[src/rtl/regfile_gen.sv]
// ---------------------------------------------------------------------------
// regfile_gen
//
// Three-port register file for the single-cycle MIPS datapath: two
// combinational read ports and one synchronous write port. The storage is
// zeroed by a sequential clear engine after reset or on request, during which
// `busy` is high, reads return 0 and writes are dropped.
//
// Compile-time option:
//   REGFILE_BYPASS_EN  - when defined, a read of the address being written in
//                        the same cycle (IDLE, we3=1) returns wd3 directly.
//
// Parameters:
//   WIDTH     data width in bits
//   AW        address width, DEPTH = 2**AW
//   ZERO_REG  1: register 0 reads as 0 and is never written
//
// Ports:
//   clk         rising-edge clock
//   reset       asynchronous active-high reset (starts a full clear)
//   we3         write enable
//   wa3, wd3    write address / data
//   ra1, ra2    read addresses
//   disableRA1  forces rd1 to 0
//   clr_start   single-cycle request to start a full clear (ignored if busy)
//   rd1, rd2    combinational read data
//   busy        high while the clear engine runs
// ---------------------------------------------------------------------------
module regfile_gen #(
    parameter int WIDTH    = 32,
    parameter int AW       = 5,
    parameter int ZERO_REG = 1
) (
    input  logic             clk,
    input  logic             reset,
    input  logic             we3,
    input  logic [AW-1:0]    wa3,
    input  logic [WIDTH-1:0] wd3,
    input  logic [AW-1:0]    ra1,
    input  logic [AW-1:0]    ra2,
    input  logic             disableRA1,
    input  logic             clr_start,
    output logic [WIDTH-1:0] rd1,
    output logic [WIDTH-1:0] rd2,
    output logic             busy
);

    localparam int            DEPTH    = 1 << AW;
    localparam logic [AW-1:0] PTR_ONE  = AW'(1);
    localparam logic [AW-1:0] PTR_LAST = AW'(DEPTH - 1);

    typedef enum logic {
        IDLE  = 1'b0,
        CLEAR = 1'b1
    } state_t;

    state_t        state_reg, state_next;
    logic [AW-1:0] ptr_reg, ptr_next;

    // Storage is deliberately left out of the reset so it maps to
    // distributed RAM; the clear engine takes care of initialisation.
    logic [WIDTH-1:0] rf [DEPTH];

    logic             arr_we;
    logic [AW-1:0]    arr_addr;
    logic [WIDTH-1:0] arr_data;
    logic             wa3_zero;

    assign wa3_zero = (ZERO_REG != 0) && (wa3 == '0);

    // ---------------------------------------------------------------
    // Control state
    // ---------------------------------------------------------------
    always_ff @(posedge clk or posedge reset) begin
        if (reset) begin
            state_reg <= CLEAR;
            ptr_reg   <= '0;
        end else begin
            state_reg <= state_next;
            ptr_reg   <= ptr_next;
        end
    end

    // Next state plus the single array write port, shared between the clear
    // engine and the datapath write.
    always_comb begin
        state_next = state_reg;
        ptr_next   = ptr_reg;
        arr_we     = 1'b0;
        arr_addr   = wa3;
        arr_data   = wd3;
        case (state_reg)
            IDLE: begin
                // A write on the clr_start edge is still accepted; the clear
                // wipes it later when the pointer reaches that register.
                arr_we = we3 && !wa3_zero;
                if (clr_start) begin
                    state_next = CLEAR;
                    ptr_next   = '0;
                end
            end
            CLEAR: begin
                arr_we   = 1'b1;
                arr_addr = ptr_reg;
                arr_data = '0;
                ptr_next = ptr_reg + PTR_ONE;  // wraps to 0 after the last entry
                if (ptr_reg == PTR_LAST) begin
                    state_next = IDLE;
                end
            end
            default: begin
                state_next = CLEAR;
                ptr_next   = '0;
            end
        endcase
    end

    always_ff @(posedge clk) begin
        if (arr_we) begin
            rf[arr_addr] <= arr_data;
        end
    end

    assign busy = (state_reg == CLEAR);

    // ---------------------------------------------------------------
    // Read ports, one generated instance per port
    // ---------------------------------------------------------------
    logic [AW-1:0]    ra      [2];
    logic [WIDTH-1:0] rd      [2];
    logic             rd_kill [2];

    assign ra[0]      = ra1;
    assign ra[1]      = ra2;
    assign rd_kill[0] = disableRA1;
    assign rd_kill[1] = 1'b0;
    assign rd1        = rd[0];
    assign rd2        = rd[1];

    generate
        for (genvar gi = 0; gi < 2; gi++) begin : g_read
            logic hard_zero;
            assign hard_zero = (ZERO_REG != 0) && (ra[gi] == '0);

            always_comb begin
                rd[gi] = rf[ra[gi]];
`ifdef REGFILE_BYPASS_EN
                if (we3 && (state_reg == IDLE) && (ra[gi] == wa3) && !wa3_zero) begin
                    rd[gi] = wd3;
                end
`endif
                if (busy || rd_kill[gi] || hard_zero) begin
                    rd[gi] = '0;
                end
            end
        end
    endgenerate

endmodule

[config.mk]
export PLATFORM = sky130hd
export DESIGN_NAME = regfile_gen
export DESIGN_NICKNAME = d
export VERILOG_FILES = /design/src/rtl/regfile_gen.sv
export SDC_FILE = /design/constraint.sdc
export NUM_CORES = 1
export LEC_CHECK = 0
export ABC_CLOCK_PERIOD_IN_PS = 5500
export CORE_MARGIN = 3
export CORE_UTILIZATION = 25
export DETAILED_ROUTE_END_ITERATION = 16
export GPL_ROUTABILITY_DRIVEN = 0
export GPL_TIMING_DRIVEN = 0
export HOLD_SLACK_MARGIN = 0.05
export SYNTH_ARGS = -nofsm -noshare
export SYNTH_HDL_FRONTEND = slang
export SYNTH_SLANG_ARGS = --single-unit
[constraint.sdc]
create_clock -name clk -period 5.5 [get_ports clk]
set_input_delay 1.375 -clock clk [delete_from_list [all_inputs] [get_ports clk]]
set_output_delay 1.375 -clock clk [all_outputs]
set_load 0.05 [all_outputs]
==> results of run 1 <==
metal layers:
metal	wire, µm	vias up
met3	17800	392
met2	82600	1904
met1	65800	15800
met5	19	-
li1	-	11900
met4	10000	4
cell usage in the layout (no fill, tap or decap), drive strengths merged, types with 2 or more instances in the layout:
| cell | netlist | routed |
|---|---|---|
| edfxtp | 1024 | 1024 |
| mux2i | 401 | 401 |
| mux4 | 362 | 362 |
| clkbuf | 70 | 220 |
| buf | 141 | 216 |
| nand2 | 190 | 190 |
| mux2 | 78 | 78 |
| a22oi | 76 | 76 |
| a21oi | 50 | 50 |
| clkdlybuf4s50 | 0 | 45 |
| nor2b | 43 | 43 |
| nor2 | 41 | 41 |
| clkinv | 0 | 41 |
| nand4 | 36 | 36 |
| a32oi | 33 | 33 |
| a31oi | 29 | 29 |
| clkdlybuf4s15 | 0 | 25 |
| o221ai | 24 | 24 |
| o22a | 24 | 24 |
| nand3 | 20 | 20 |
| bufinv | 0 | 11 |
| dlygate4sd2 | 0 | 11 |
| inv | 6 | 8 |
| and2 | 7 | 7 |
| o211ai | 5 | 5 |
| dfrtp | 5 | 5 |
| o21ai | 4 | 4 |
| o21bai | 4 | 4 |
| nor3 | 4 | 4 |
| diode | 0 | 3 |
| nand2b | 3 | 3 |
| o32ai | 3 | 3 |
| o31ai | 2 | 2 |
| o22ai | 2 | 2 |
| nand3b | 2 | 2 |
| a221oi | 2 | 2 |
| o21a | 2 | 2 |
| or4 | 2 | 2 |
| ha | 2 | 2 |
cell usage after synthesis (2+ instances only):
| library cell | count | area share, % |
|---|---|---|
| mux2i_1 | 401 | 8.3 |
| a31oi_1 | 29 | 0.37 |
| dfrtp_1 | 5 | 0.26 |
| nand3_1 | 20 | 0.21 |
| clkbuf_1 | 69 | 0.53 |
| ha_1 | 2 | 0.051 |
| o21ai_0 | 4 | 0.041 |
| buf_2 | 74 | 0.76 |
| nor3_1 | 4 | 0.041 |
| a22oi_1 | 76 | 1.2 |
| o22ai_1 | 2 | 0.026 |
| buf_6 | 9 | 0.21 |
| and2_1 | 7 | 0.090 |
| nand3b_1 | 2 | 0.031 |
| a21oi_1 | 50 | 0.51 |
| o22a_1 | 24 | 0.43 |
| nand2_1 | 190 | 1.5 |
| mux4_2 | 362 | 17 |
| o21bai_1 | 4 | 0.062 |
| inv_1 | 6 | 0.046 |
| o32ai_1 | 3 | 0.054 |
| a32oi_1 | 33 | 0.59 |
| o211ai_1 | 5 | 0.077 |
| o31ai_1 | 2 | 0.031 |
| or4_1 | 2 | 0.031 |
| nand2b_1 | 3 | 0.039 |
| buf_4 | 43 | 0.66 |
| buf_1 | 15 | 0.12 |
| o21a_1 | 2 | 0.031 |
| a221oi_1 | 2 | 0.036 |
| o221ai_1 | 24 | 0.43 |
| nor2_1 | 41 | 0.32 |
| nand4_1 | 36 | 0.46 |
| edfxtp_1 | 1024 | 63 |
| nor2b_1 | 43 | 0.55 |
| mux2_2 | 78 | 1.8 |
metrics by stage:
stage               util (%)  worst slack [ps]  TNS [ps]  hold WS (ps)
finish                  30.5             -33.0     -51.3           577
global placement        27.4             -1620   -835080           570
detailed placement      28.2             -1620    -64570           562
global route            30.5              6.44         0           619
floorplan                  -               869         0           501
CTS                     30.5              -161      -618           570
power breakdown:
part | internal (mW) | switching (mW) | leakage [nW]
registers | 9.73 | 0.361 | 9.61
logic | 1.39 | 2.58 | 7.97
clock network | 4.19 | 3.07 | 1.67
cell families (layout without fill, tap and decap cells):
| kind of cell | after synthesis | count (layout) | share of synthesized area [%] |
|---|---|---|---|
| simple gates | 352 | 352 | 3.29 |
| other cells | 0 | 3 | 0 |
| compound gates | 264 | 264 | 3.95 |
| buf+inv | 217 | 579 | 2.34 |
| fa+ha+maj | 2 | 2 | 0.0514 |
| flops | 1030 | 1030 | 63.5 |
| mux | 841 | 841 | 26.8 |
area by class of cell:
cell class / instances / area [µm²]
inverter: 6 / 22.5
clock buffer: 140 / 2890
buffer: 207 / 1390
clock inverter: 55 / 556
tap: 2526 / 3160
fill: 18700 / 134000
sequential: 1030 / 30900
antenna: 3 / 7.51
timing repair buffer: 171 / 2110
multi-input combinational: 1459 / 17800
timing repair:
action / in CTS / in global routing
pin swaps: 20 / 5
gates resized for setup: 474 / 54
setup endpoints to repair: 64 / 32
buffers inserted: 0 / 0
critical path: stages:
cell and delay, ps:
clkbuf_1 690, clkbuf_1 1010, a31oi_2 210, a32oi_1 410, clkdlybuf4s15_2 430
path summary, 6_finish.rpt:
| check | slack (ps) | endpoint | startpoint | cells after the start |
|---|---|---|---|---|
| worst min-delay path | 580 | ptr_reg[2]$_DFFE_PP0P_ | ptr_reg[2]$_DFFE_PP0P_ | 1 |
| min in group asynchronous | 910 | ptr_reg[0]$_DFFE_PP0P_ | reset | 2 |
| worst min register to register | 580 | ptr_reg[2]$_DFFE_PP0P_ | ptr_reg[2]$_DFFE_PP0P_ | 1 |
| worst max-delay path | -30 | rd1[26] | ra1[4] | 5 |
| worst max register to register | 1820 | rf[25][14]$_DFFE_PP_ | busy$_DFF_PP1_ | 6 |
| max in group asynchronous | 4320 | busy$_DFF_PP1_ | reset | 2 |
==> key figures, run 1 <==
Outcome
  • Status: finished, violations left
  • Failing checks: setup timing

Layout
  • Layout area overhead: 21.0%
  • Layout cells sized above 1: 33.9%
  • Post-route cell area: 0.0589 mm²
  • Layout Nets: 3038
  • Max FFs per register: 1024
  • Finished Layout Cells: 5597

Clock tree
  • Num CTS Buffers: 109
  • Hold_buf cts: 0
  • CTS Sinks: 1030
  • H-tree Lvls: 3
  • Clock Tree Buf Depth: 3
  • CTS tree: built
  • Clock transition at the registers of the reported paths: 60 ps
  • CTS Root Cell: clkbuf_16
  • Clk_lat worst skew: 700 ps

Route
  • 1st-iter DRT viols: 4263
  • Vias: 30000
  • Vias per cell: 5.36
  • DRT Wirelength: 176000 µm
  • Final ANT Viol Nets: 0
  • Detailed-route DRC error count: 0
  • DR WL/cell: 31.5 µm
  • DRT Pass-1 Iters: 6

Place
  • IO Port Bufs: 111
  • Placed Area: 0.0544 mm²
  • Post-DP HPWL: 124000 µm
  • Placed insts: 5403

Floorplanning
  • Die width: 447 µm
  • Starting Density: 25.2%
  • IO Count: 117
  • Rows: 161
  • Core area: 0.193 mm²
  • Height of the die: 447 µm
  • Die ar.: 0.200 mm²

Yosys
  • Share of async-settable or async-resettable flops after synthesis: 0.583%
  • Ys Warns: 0
  • Main flop type after synthesis: edfxtp_1
  • Register area share after synthesis: 63.5%
  • Syn_area_per_cell: 18.0 µm²
  • Synthesized area: 0.0486 mm²
  • Post-synth EDFFs: 1024
  • Yosys cell types: 46
  • FF+latch count, synth: 1030
  • Mapped Nets: 2760
  • Syn Inst Count: 2706

GRT
  • Largest net degree at the start of global routing: 33
  • Met1 Use GR: 21.7%
  • GR Layer Usage met3: 4.04%
  • GRT Util Overall: 17.2%
  • Busiest metal layer after global routing: met2
  • Vias in the first global route: 29600
  • Grt met2 use: 27.7%
  • Final global-route overflow total: 0
  • Initial antenna violation count: 8
  • First-pass GRT wire length: 241000 µm

Timing
  • Fin. max-slew vios: 0
  • Final setup fails: 3
  • Period minus WS final: 5530 ps
  • Final period util: 101%
  • Maximum clock frequency: 0.181 GHz
  • Hold Fails Final Rpt: 0
  • PnR worst setup slack: -33.0 ps
  • Worst Tran Pin Value: 1370 ps
  • Final setup skew: 20.9 ps
  • RSZ-0062 raised after global routing: false
  • Normalized max-slew margin: 8.69%

Flow run
  • Max-cap violation count: 0

Setup path
  • Critical Path End Type: output pin
  • WS Path Type: input pin to output pin
  • CP required: 4120 ps
  • Worst-path fanout max: 10
  • Type of origin of the critical path: input pin
  • Arr. time, crit path: 4160 ps

Pwr
  • Power Total: 21.3 mW
  • Pwr Density: 362 mW/mm²
  • Leak: 19.3 nW
  • Peak VDD IR: 265 µV

Hold path
  • Worst Hold Class: flop to flop
Note: power is estimated with default switching activity, not from simulation.
==> run 2: changes to the inputs <==
- CORE_MARGIN: 3 -> 5
==> key figures, run 2 (synthesis results as in run 1) <==
Route
  • DRT Wirelength: 176000 µm (about the same)
  • DRT Pass-1 Iters: 5 (was 6)
  • Vias per cell: 5.31 (was 5.36)
  • Final ANT Viol Nets: 0 (unchanged)
  • Vias: 29700 (was 30000)
  • Detailed-route DRC error count: 0 (unchanged)
  • 1st-iter DRT viols: 3897 (was 4263)
  • DR WL/cell: 31.5 µm (about the same)

GRT
  • Initial antenna violation count: 6 (was 8)
  • GRT Util Overall: 16.7% (was 17.2%)
  • Vias in the first global route: 29800 (was 29600)
  • Largest net degree at the start of global routing: 33 (unchanged)
  • Final global-route overflow total: 0 (unchanged)
  • First-pass GRT wire length: 241000 µm (about the same)

Setup path
  • Worst-path fanout max: 10 (unchanged)
  • Worst r2r dst: rf[27][0]$_DFFE_PP_ (was rf[25][14]$_DFFE_PP_)
  • R2r worst-path depth: 6 (unchanged)
  • Reg2Reg Setup Slack: 1620 ps (was 1820 ps)
  • Critical path, cell by cell: clkdlybuf4s50_1 > nor2_1 > and2_1 > buf_1 > clkbuf_8 > nand4_1 > a32oi_4 > buf_6 (was clkbuf_1 > clkbuf_1 > a31oi_2 > a32oi_1 > clkdlybuf4s15_2)
  • Slowest stage cell, crit path: a32oi_4 (was clkbuf_1)
  • WS Path Type: input pin to output pin (unchanged)
  • Critical Path End Type: output pin (unchanged)
  • Type of origin of the critical path: input pin (unchanged)
  • CP required: 4120 ps (about the same)
  • Arr. time, crit path: 4230 ps (was 4160 ps)
  • Largest stage delay, worst path: 630 ps (was 1010 ps)
  • R2r startpoint: busy$_DFF_PP1_ (unchanged)

Pwr
  • Leak: 19.2 nW (was 19.3 nW)
  • Pwr Density: 358 mW/mm² (was 362 mW/mm²)
  • Power Total: 21.0 mW (was 21.3 mW)
  • Peak VDD IR: 228 µV (was 265 µV)

Floorplanning
  • Core area: 0.193 mm² (unchanged)
  • IO Count: 117 (unchanged)
  • Die ar.: 0.203 mm² (was 0.200 mm²)
  • Height of the die: 451 µm (was 447 µm)
  • Starting Density: 25.2% (unchanged)
  • Rows: 161 (unchanged)
  • Die width: 451 µm (was 447 µm)

Layout
  • Area of the multi-input gates: 0.0178 mm² (about the same)
  • Layout cells sized above 1: 33.7% (was 33.9%)
  • Layout area overhead: 20.6% (was 21.0%)
  • Core Util, Final: 30.4% (was 30.5%)
  • Commonest non-fill, non-tap cell in the layout: edfxtp_1 (unchanged)
  • Max FFs per register: 1024 (unchanged)
  • Fill cells: 18700 (about the same)
  • Most frequent cells in the layout: edfxtp_1 (1024), mux2i_1 (398), mux4_2 (362) (was edfxtp_1 (1024), mux2i_1 (396), mux4_2 (362))
  • Layout Nets: 3037 (was 3038)
  • Finished Layout Cells: 5595 (was 5597)
  • Seq. cell area: 0.0309 mm² (unchanged)

Hold path
  • Hold depth: 1 (unchanged)
  • Worst Hold Class: flop to flop (unchanged)
  • Hold path startpoint: ptr_reg[2]$_DFFE_PP0P_ (unchanged)
  • Hold Path Sink: ptr_reg[2]$_DFFE_PP0P_ (unchanged)

Timing
  • Final period util: 102% (was 101%)
  • Fin. max-slew vios: 0 (unchanged)
  • Final setup skew: 25.6 ps (was 20.9 ps)
  • Normalized max-slew margin: 6.19% (was 8.69%)
  • PnR worst setup slack: -104 ps (was -33.0 ps)
  • RSZ-0062 raised after global routing: true (was false)
  • Period minus WS final: 5600 ps (was 5530 ps)
  • Final setup fails: 10 (was 3)
  • Maximum clock frequency: 0.178 GHz (was 0.181 GHz)
  • Worst Tran Pin Value: 1400 ps (was 1370 ps)
  • Hold Fails Final Rpt: 0 (unchanged)

Place
  • IO Port Bufs: 111 (unchanged)
  • Post-DP HPWL: 125000 µm (was 124000 µm)
  • Placed insts: 5402 (was 5403)

Clock tree
  • Clock Tree Buf Depth: 3 (unchanged)
  • Clk_lat worst skew: 690 ps (was 700 ps)
  • CTS Sinks: 1030 (unchanged)
  • CTS Root Cell: clkbuf_16 (unchanged)
  • H-tree Lvls: 3 (unchanged)
  • Num CTS Buffers: 108 (was 109)
  • Post-CTS Setup Inserts: 0 (unchanged)
  • CTS tree: built (unchanged)
  • Clock transition at the registers of the reported paths: 60 ps (about the same)

Flow run
  • Max-cap violation count: 0 (unchanged)

Outcome
  • Failing checks: setup timing (unchanged)
  • Status: finished, violations left (unchanged)
[run 2: cell count changes in the layout (fill, tap and decap cells not counted), moves of 3 or more]
| cell | previous run | this run |
|---|---|---|
| buf_1 | 4 | 7 |
| clkbuf_2 | 42 | 36 |
| clkinv_2 | 13 | 23 |
| clkbuf_1 | 52 | 46 |
| buf_6 | 30 | 25 |
| bufinv_16 | 11 | 6 |
| a31oi_2 | 13 | 17 |
[run 2: routing by layer]
metal	routed length [µm]	vias to the layer above	global-route usage, %
met5	0	-	0
met4	10700	0	8.96
met3	16800	416	3.72
met2	83300	1837	27.2
met1	65300	15600	20.8
li1	-	11900	-
[run 2: repair_timing]
| item | CTS | global route |
|---|---|---|
| setup endpoints to repair | 64 | 42 |
| pin swaps | 24 | 7 |
| gates cloned | 0 | 0 |
| hold buffers | 0 | 0 |
| resized for setup | 440 | 66 |
[run 2: how the worst max path moves through the flow]
stage	startpoint	end	slack (ps)	depth (start not counted)
after floorplan	ra1[0]	rd1[15]	870	8
after global placement	disableRA1	rd1[17]	-1510	8
after detailed placement	disableRA1	rd1[17]	-1530	8
after CTS	ra2[0]	rd2[19]	-160	8
after global routing	ra2[2]	rd2[22]	-20	8
final	disableRA1	rd1[17]	-100	8
[run 2: through the flow]
step | hold WS [ps] | worst slack (ps) | cell area (µm²) | TNS, ps
after floorplan | 501 | 869 | 48600 | 0
after global placement | 574 | -1510 | 52900 | -837160
after detailed placement | 568 | -1530 | 54400 | -61550
after CTS | 575 | -158 | 58500 | -872
after global routing | 591 | -20.1 | 58600 | -30.7
final | 568 | -104 | 58600 | -247
[run 2: worst max-delay path, delay by kind of cell]
| family | cells | cell delay [ps] |
|---|---|---|
| AOI/OAI and AO/OA | 1 | 630 |
| buffers and inverters | 4 | 1310 |
| and+or+nand+nor | 3 | 890 |
[run 2: area by class of cell]
class / count / area share (%)
antenna: 4 / 0.0171
buffer: 208 / 2.34
clock buffer: 129 / 4.78
clock inverter: 63 / 0.777
inverter: 6 / 0.0384
multi-input combinational: 1459 / 30.4
sequential: 1030 / 52.7
tap: 2526 / 5.39
timing repair buffer: 170 / 3.59
[run 2: where the power goes]
part	internal (mW)	total (mW)	switching (mW)
Clock	3.88	6.93	3.04
Sequential	9.73	10.1	0.362
Combinational	1.38	3.96	2.58
